## src/rtl/pow_n_pkg.sv

```systemverilog
// Shared types and default sizing for the pow_n scheduler slice.
package pow_n_pkg;

  localparam int unsigned POW_N_W  = 18;
  localparam int unsigned POW_N_EW = 3;

  typedef enum logic [1:0] {
    IDLE = 2'd0,
    CALC = 2'd1,
    DONE = 2'd2
  } pow_n_state_e;

endpackage

```

## src/rtl/pow_n_rr_arbiter.sv

```systemverilog
// Two-way round-robin grant: a lone request wins, a tie goes to the
// requester that was not served last.
module pow_n_rr_arbiter (
  input  logic [1:0] req,
  input  logic       last,
  input  logic       enable,
  output logic [1:0] grant
);

  // Grant decode; nothing is granted while disabled.
  always_comb begin
    grant = '0;
    if (enable) begin
      case (req)
        2'b01:   grant = 2'b01;
        2'b10:   grant = 2'b10;
        2'b11:   grant = last ? 2'b01 : 2'b10;
        default: grant = '0;
      endcase
    end
  end

endmodule

```

## src/rtl/pow_n_scheduler.sv

```systemverilog
// Computes n**exp mod 2^W for two requesters sharing one multiplier,
// one multiply per cycle, with round-robin selection between them.
module pow_n_scheduler
  import pow_n_pkg::*;
#(
  parameter int unsigned W  = POW_N_W,
  parameter int unsigned EW = POW_N_EW
) (
  input  logic              clock,
  input  logic              reset_n,
  input  logic [1:0]        req_valid,
  output logic [1:0]        req_ready,
  input  logic [2*W-1:0]    req_n,
  input  logic [2*EW-1:0]   req_exp,
  output logic              rsp_valid,
  input  logic              rsp_ready,
  output logic              rsp_id,
  output logic [W-1:0]      rsp_data,
  output logic              busy
);

  pow_n_state_e   state, state_nxt;
  logic [W-1:0]   acc;
  logic [W-1:0]   n_q;
  logic [EW-1:0]  count;
  logic           id_q;
  logic           last_q;

  logic [1:0]     grant;
  logic           arb_en;
  logic           accept;
  logic           sel;
  logic [W-1:0]   sel_n;
  logic [EW-1:0]  sel_exp;
  logic [W-1:0]   prod;

  // Grants are gated by reset so req_ready reads 00 while reset is held.
  assign arb_en = (state == IDLE) && reset_n;

  pow_n_rr_arbiter u_arb (
    .req    (req_valid),
    .last   (last_q),
    .enable (arb_en),
    .grant  (grant)
  );

  assign req_ready = grant;
  assign accept    = |grant;
  assign sel       = grant[1];
  assign sel_n     = sel ? req_n[W +: W]     : req_n[0 +: W];
  assign sel_exp   = sel ? req_exp[EW +: EW] : req_exp[0 +: EW];

  // The single shared multiplier; truncation to W bits is the modulo.
  assign prod = acc * n_q;

  // State register.
  always_ff @(posedge clock or negedge reset_n) begin
    if (!reset_n) state <= IDLE;
    else          state <= state_nxt;
  end

  // Next-state logic.
  always_comb begin
    state_nxt = state;
    case (state)
      IDLE: if (accept) state_nxt = (sel_exp <= EW'(1)) ? DONE : CALC;
      CALC: if (count == EW'(1)) state_nxt = DONE;
      DONE: if (rsp_ready) state_nxt = IDLE;
      default: state_nxt = IDLE;
    endcase
  end

  // Datapath: capture operands on accept, then multiply once per CALC cycle.
  always_ff @(posedge clock) begin
    if (state == IDLE && accept) begin
      n_q   <= sel_n;
      count <= sel_exp - EW'(1);
      acc   <= (sel_exp == '0) ? W'(1) : sel_n;
    end else if (state == CALC) begin
      acc   <= prod;
      count <= count - EW'(1);
    end
  end

  // Owner of the current operation and the round-robin pointer.
  always_ff @(posedge clock or negedge reset_n) begin
    if (!reset_n) begin
      id_q   <= 1'b0;
      last_q <= 1'b1;
    end else begin
      if (state == IDLE && accept) id_q <= sel;
      if (state == DONE && rsp_ready) last_q <= id_q;
    end
  end

  assign rsp_valid = (state == DONE);
  assign rsp_data  = rsp_valid ? acc : '0;
  assign rsp_id    = id_q;
  assign busy      = (state != IDLE);

endmodule

```

## config.mk

```make
export PLATFORM = sky130hd
export DESIGN_NAME = pow_n_scheduler
export DESIGN_NICKNAME = d
export VERILOG_FILES = /design/src/rtl/pow_n_pkg.sv /design/src/rtl/pow_n_rr_arbiter.sv /design/src/rtl/pow_n_scheduler.sv
export SDC_FILE = /design/constraint.sdc
export NUM_CORES = 1
export LEC_CHECK = 0
export BUFFER_PORTS_ARGS = -buffer_cell sky130_fd_sc_hd__buf_2
export CORE_ASPECT_RATIO = 1.5
export CORE_UTILIZATION = 60
export CTS_CLUSTER_DIAMETER = 30
export DETAILED_ROUTE_END_ITERATION = 16
export PLACE_DENSITY = 0.81
export SETUP_SLACK_MARGIN = 0.05
export SYNTH_ARGS = -nofsm -noshare
export SYNTH_HDL_FRONTEND = slang
export SYNTH_HIERARCHICAL = 1
export SYNTH_SLANG_ARGS = --single-unit
export TNS_END_PERCENT = 30
```

## constraint.sdc

```tcl
create_clock -name clock -period 11.4 [get_ports clock]
set_input_delay 1.14 -clock clock [delete_from_list [all_inputs] [get_ports clock]]
set_output_delay 1.14 -clock clock [all_outputs]
set_load 0.02 [all_outputs]
```

==> qor.csv, run 1 <==
metric,value,unit
totalNegativeSetupSlack,0,ns
drv_cap,0,
synth_common_cells,"inv_1 (175), and2_1 (132), fa_1 (109)",
synth_async_sr_flop_share,9.30,%
cp_top_family,adder cells,
drc_errors,0,
worstPathArrival,5.75,ns
io_buffers,69,
post-dp-hpwl,13800,um
finalNetCount,1040,
setup_slack,5.66,ns
crit_chain,"and2_1, fa_1, inv_1, fa_1, inv_1, fa_1, fa_1, fa_1, inv_1, fa_1, inv_1, ha_1, o21a_1, nor2_1, nor3b_1, nor3_4, xnor2_1, o21ai_1",
ys_seq_area_share,17.6,%
highest_layer,met4,
rows,48,
drt_wl_total,17500,um
synthFlopType,edfxtp_1,
slowest_delay,0.62,ns
cp_slowest_cell,edfxtp_1,
area_growth,8.28,%
fin_crit,5.74,ns
syn_nets,989,
cts_tree,built,
timing.slew.headroom,10.1,%
rsz0062_at_grt,false,
coreArea,11600,um2
postCtsSetupRepairBufs,0,
grt_first_pass_wirelength,28800,um
setup.worst_path.start_class,register,
pre_cts_ws,5.77,ns
vias_per_cell,5.55,
cts-root-buf,clkbuf_16,
crit_path_frequent_cell,fa_1,
worst_pin_slew,1.35,ns
max_freq,174,MHz
antenna_left,0,
gp_congestion,0.915,
grt_pass1_vias,6049,
routed-wl-met3,956,um
fin_skew,0.00609,ns
floorplan.initialDensity,62.2,%
grt_max_degree,50,
drt-initial-drc-count,347,
antenna_found_initial,0,
yosysMostFrequentCell,inv_1,
synth_top_area_share,30.3,%
period_share,50.4,%
path_clk_slew,0.06,ns
cts_max_level,2,
die_h,136,um
clk_path_buf_depth,2,
met2_length,9390,um
fillers,907,
synth_edf_count,39,
critical_path_class,reg2reg,
multi_input_area,5180,um2
synth-seq-cells,43,
cp_num_buf_inv,4,
drt-met1-wl,6310,um
dr.pass1.iters,4,
endpoint_kind,register,
finalHoldViolations,0,
hold_path.class,reg2reg,
yosys_warnings,6,
post_drt_wl_per_cell,17.9,um
netlist_area,7210,um2
seq_area,1270,um2
fp.dieW,91.5,um
clock-sinks,43,
final_util,67.4,%
cp_max_fo,15,
vias,5421,
antenna_cells,0,
clk_latency,0.29,ns
synthTopCellsByArea,"fa_1 (30%), edfxtp_1 (16%), and2_1 (11%)",
setup_viol,0,
ctsResizeCount,0,
status,completed,
syn_inst,775,
ios,70,
syn_avg_cell_area,9.30,um2
grt_util_all_layers,30.4,%
ys_types,43,
cts_buffers,5,
postCtsHoldBufs,0,
layout-drive-gt1-share,12.7,%
required,11.41,ns
overflow,0,
yosysTopAreaCell,fa_1,
slew_violations,0,
die_area,12500,um2
==> sequential cells by signal, indices dropped and copies added (netlist names) <==
signal and count:
rsp_id 1, state 2, last_q 1, count 3, acc 18, n_q 18
==> kinds of logic (layout without fill, tap and decap cells) <==
group	count (synthesis)	count (layout)	synth area share, %
xor+xnor	40	40	5.24
compound gates	46	46	3.89
flops	43	43	17.6
fa+ha+maj	167	167	40.3
mux	23	23	3.52
buf+inv	204	256	10.7
simple gates	252	252	18.7
==> through the flow <==
stage / instance area, um2 / hold WS (ns) / instances
floorplan: 7210 / 0.460 / 775
global placement: 7670 / 0.494 / 969
detailed placement: 7670 / 0.511 / 969
CTS: 7810 / 0.519 / 977
global route: 7810 / 0.554 / 977
finish: 7810 / 0.520 / 977
==> final timing paths <==
check / to / cells past startpoint / slack (ns) / startpoint
setup / recovery: acc[17] / 18 / 5.66 / n_q[3]
hold reg to reg: state[0] / 1 / 0.52 / state[1]
min in group asynchronous: state[1] / 1 / 0.66 / reset_n
max in group asynchronous: last_q / 1 / 10.53 / reset_n
hold / removal: state[0] / 1 / 0.52 / state[1]
setup reg to reg: acc[17] / 18 / 5.66 / n_q[3]
==> layout by cell type, fill, tap and decap left out, types with 3 or more instances in the layout <==
master     synthesis  layout
a21oi_1           14      12
and2_1           132     132
buf_2              2      69
buf_4              0       3
clkbuf_16          0       5
dfrtp_1            3       3
edfxtp_1          39      39
fa_1             109     109
ha_1              58      58
inv_1            175     175
mux2_2            19      19
mux2i_1            4       4
nand2_1           74      74
nand3_1           18      18
nor2_1            10      10
nor2b_1            3       3
nor3_1             5       5
o21a_1             4       4
o21ai_0            7       7
o21ai_1            7       7
o31ai_1            3       3
xnor2_1           30      30
xor2_1             8       8
==> cell type report <==
cell class | count | area share [%]
clock inverter | 2 | 0.160
tap | 150 | 2.40
sequential | 43 | 16.3
clock buffer | 6 | 1.65
multi-input combinational | 528 | 66.3
timing repair buffer | 72 | 4.71
inverter | 176 | 8.46
==> routing by layer <==
layer | track usage [%] | vias up
met4 | 16.8 | 0
met2 | 56.1 | 213
li1 | - | 2435
met1 | 33.7 | 2710
met5 | 0 | -
met3 | 3.80 | 63
Power of run 1 is left out: the tool's default activity adds up to more than one toggle a clock period on the data nets, which glitch-free logic cannot reach.
==> run 2, diff against run 1 <==
CORE_UTILIZATION = 56   (was 60)
PLACE_DENSITY = 0.79   (was 0.81)
clock period = 4.9 ns   (was 11.4 ns; I/O delays follow)
==> qor.csv, run 2 (synthesis results as in run 1) <==
metric,value,unit
worstHoldStart,rsp_ready,
final_util,69.6,%
io_buffers,69,
post_drt_wl_per_cell,17.7,um
die_area,13300,um2
status,"complete, but fails checks",
period_share,107,%
fin_crit,5.26,ns
timing.rr.start,n_q[3],
reg2reg_slack,-0.36,ns
drc_errors,0,
hold_depth,2,
ios,70,
fillers,929,
vias,5767,
largestRegisters,"acc: 18 flops, n_q: 18 flops, count: 3 flops",
rr_endpoint,acc[17],
die_h,141,um
finalHoldViolations,0,
coreArea,12500,um2
max_freq,190,MHz
clk_path_buf_depth,2,
drv_cap,0,
hold_path.class,in2reg,
required,4.93,ns
floorplan.initialDensity,57.6,%
clock-sinks,43,
setup_viol,7,
dr.pass1.iters,5,
cp_max_fo,4,
fp.dieW,94.7,um
cts_tree,built,
worstPathArrival,5.29,ns
gp_congestion,0.936,
final_common_cell,inv_1,
antenna_left,0,
grt_util_all_layers,31.4,%
drt_wl_total,19100,um
antenna_found_initial,0,
cts-root-buf,clkbuf_16,
setup_slack,-0.355,ns
timing.slew.headroom,52.8,%
cts_max_level,2,
slew_violations,0,
finalNetCount,1137,
min_to,state[1],
endpoint_kind,register,
rsz0062_at_grt,true,
setup.worst_path.start_class,register,
critical_path_class,reg2reg,
cts_buffers,5,
post-dp-hpwl,15500,um
grt_max_degree,32,
rr_worst_depth,19,
rows,50,
fin_skew,0.00708,ns
clk_latency,0.29,ns
area_growth,20.8,%
violations,setup timing,
grt_first_pass_wirelength,31000,um
vias_per_cell,5.34,
grt_pass1_vias,6412,
worst_pin_slew,0.708,ns
overflow,0,
layout-drive-gt1-share,25.4,%
antenna_cells,0,
mostFrequentLayoutCells,"inv_1 (172), and2_1 (127), fa_1 (104), buf_4 (94), nand2_1 (74)",
path_clk_slew,0.07,ns
drt-initial-drc-count,327,
## run 2: changes by cell type in the layout (fill, tap and decap cells not counted), moves of 3 or more
| cell | delta |
|---|---|
| a21oi_2 | +3 |
| fa_1 | -5 |
| ha_1 | -6 |
| fa_2 | +5 |
| ha_4 | +4 |
| inv_1 | -3 |
| and2_4 | +5 |
| buf_4 | +91 |
| inv_2 | +3 |
| and2_1 | -5 |
| buf_6 | +3 |
| a21oi_1 | -3 |
| o21ai_0 | -3 |
## run 2: metal layers
layer	track usage (%)	share of wire [%]
met1	35.6	36
met2	55.4	52
met3	3.45	5.2
met4	19.4	7.0
met5	0	0
## run 2: final cells by class
class	count	area, um2	share of cell area [%]
multi-input combinational	528	5330	61.2
tap	156	195	2.24
sequential	43	1270	14.6
timing repair buffer	169	1100	12.7
clock inverter	2	12.5	0.144
clock buffer	6	129	1.48
inverter	176	661	7.59
## run 2: worst max-delay path by stage
stage / depth (start not counted) / end / startpoint
5_1_grt: 19 / acc[17] / n_q[3]
4_1_cts: 19 / acc[17] / acc[7]
3_5_place_dp: 17 / acc[17] / n_q[3]
2_1_floorplan: 19 / acc[17] / n_q[4]
6_report: 19 / acc[17] / n_q[3]
3_3_place_gp: 17 / acc[17] / n_q[3]
## run 2: critical path, cell delays in order (launching register included)
cell and delay [ns]:
edfxtp_1 0.37, buf_2 0.19, buf_4 0.13, nand2_1 0.07, fa_1 0.51, fa_1 0.56, inv_1 0.05, fa_1 0.51
fa_1 0.45, fa_1 0.49, inv_1 0.05, fa_1 0.50, inv_2 0.05, ha_4 0.26, o21a_1 0.18, nor2_2 0.07
nor3b_2 0.23, nor3_4 0.07, xnor2_1 0.17, o21ai_1 0.07
## run 2: what timing repair did
| item | 4_1_cts | 5_1_grt |
|---|---|---|
| resized for setup | 21 | 7 |
| pin swaps | 17 | 4 |
| endpoints found under the setup margin | 7 | 9 |
| hold endpoints to repair | 3 | 0 |
| buffers inserted | 16 | 0 |
| hold buffers | 1 | 0 |
| cloned | 1 | 0 |
## run 2: stage by stage
stage	std cells	hold WS (ns)	cell area (um2)	setup slack, ns	TNS (ns)
floorplan	775	0.194	7310	-0.118	-0.291
global placement	1054	0.303	8340	-0.305	-1.42
detailed placement	1054	0.304	8340	-0.432	-1.90
CTS	1080	0.438	8690	-0.350	-1.73
global route	1080	0.444	8710	-0.551	-3.12
finish	1080	0.449	8710	-0.355	-1.72
Power of run 2 is left out for the same reason.
==> run 3, diff against run 2 <==
BUFFER_PORTS_ARGS = -buffer_cell sky130_fd_sc_hd__clkbuf_2   (was -buffer_cell sky130_fd_sc_hd__buf_2)
CORE_MARGIN = 2   (was not set)
clock period = 4.36 ns   (was 4.9 ns; I/O delays follow)
==> qor.csv, run 3 (synthesis results as in run 1) <==
metric,value,unit
gp_congestion,0.995,
dr.pass1.iters,5,
drt-initial-drc-count,304,
top_usage_layer,met2,
post_drt_wl_per_cell,17.5,um
drc_errors,0,
io_buffers,69,
antenna_found_initial,0,
violations,setup timing,
ios,70,
critical_path_class,reg2reg,
fin_crit,5.26,ns
finalHoldViolations,0,
area_growth,23.5,%
grt_pass1_vias,6405,
grt_first_pass_wirelength,30600,um
coreArea,12500,um2
dpl_cell_area,8360,um2
setup.worst_path.start_class,register,
final_common_cell,inv_1,
required,4.39,ns
status,"complete, but fails checks",
max_freq,190,MHz
clk_path_buf_depth,2,
grt_max_degree,31,
grtUsageMet2,52.2,%
timing.slew.headroom,24.3,%
rr_worst_depth,19,
die_h,143,um
use_met1,30.6,%
floorplan.initialDensity,57.6,%
cts-root-buf,clkbuf_16,
use_met3,5.04,%
post-dp-hpwl,15200,um
die_area,13800,um2
antenna_cells,0,
endpoint_kind,register,
vias,5744,
vias_per_cell,5.31,
clk_latency,0.29,ns
fin_skew,0.00485,ns
cts_max_level,2,
path_clk_slew,0.06,ns
fillers,890,
fp.dieW,96.7,um
setup_viol,10,
cts_buffers,5,
hold_path.class,in2reg,
antenna_left,0,
grt_util_all_layers,28.5,%
drt_wl_total,19000,um
rows,50,
cp_max_fo,7,
layout-drive-gt1-share,28.4,%
worstPathArrival,5.29,ns
clock-sinks,43,
design_area,8900,um2
period_share,121,%
cts_tree,built,
finalNetCount,1139,
worst_pin_slew,1.13,ns
largestRegisters,"acc: 18 flops, n_q: 18 flops, count: 3 flops",
rsz0062_at_grt,true,
overflow,0,
hold_depth,2,
mostFrequentLayoutCells,"inv_1 (166), and2_1 (122), fa_1 (102), buf_4 (88), nand2_1 (74)",
drv_cap,0,
slew_violations,0,
setup_slack,-0.898,ns
[run 3: final timing paths]
kind	end	slack, ns	start
min in group asynchronous	rsp_id	0.49	reset_n
max in group asynchronous	last_q	3.66	reset_n
worst min register to register	rsp_id	0.52	rsp_id
worst min-delay path	state[1]	0.38	rsp_ready
worst max-delay path	acc[15]	-0.90	acc[6]
worst max register to register	acc[15]	-0.90	acc[6]
[run 3: layout make-up]
| type | count | area (um2) | share of cell area, % |
|---|---|---|---|
| multi-input combinational | 528 | 5470 | 61.4 |
| inverter | 176 | 661 | 7.42 |
| timing repair buffer | 171 | 1160 | 13.0 |
| sequential | 43 | 1270 | 14.3 |
| clock inverter | 3 | 23.8 | 0.267 |
| tap | 156 | 195 | 2.19 |
| clock buffer | 5 | 125 | 1.41 |
[run 3: stage by stage]
stage / instances / util [%] / TNS (ns) / worst slack [ns] / hold WS (ns)
floorplan: 775 / - / -3.25 / -0.640 / 0.140
global placement: 1052 / 66.8 / -5.70 / -0.862 / 0.253
detailed placement: 1052 / 66.8 / -6.32 / -0.945 / 0.252
CTS: 1078 / 69.7 / -6.01 / -0.845 / 0.376
global route: 1082 / 71.2 / -8.18 / -1.07 / 0.393
finish: 1082 / 71.2 / -6.27 / -0.898 / 0.382
[run 3: critical path: stages (launching register included)]
cell and delay, ns:
edfxtp_1 0.52, buf_4 0.20, and2_1 0.17, fa_2 0.56, inv_1 0.05, fa_2 0.53, fa_2 0.43, inv_1 0.10
ha_4 0.20, fa_1 0.47, inv_1 0.05, fa_1 0.51, inv_2 0.06, ha_4 0.27, a21boi_4 0.22, o21ai_4 0.11
a21boi_2 0.19, o21a_1 0.16, o21a_1 0.13, o31ai_2 0.06
[run 3: layer usage]
layer	wire [um]	part of all wire [%]	vias up
li1	-	-	2638
met5	0	0	-
met2	9660	51	255
met3	1270	6.7	83
met1	6760	36	2768
met4	1260	6.6	0
[run 3: what timing repair did]
item / in CTS / in global routing
endpoints found under the setup margin: 10 / 11
pin swaps: 11 / 21
setup buffers: 17 / 4
hold buffers: 1 / 0
resized for setup: 22 / 38
hold endpoints to repair: 3 / 0
Power of run 3 is left out for the same reason.
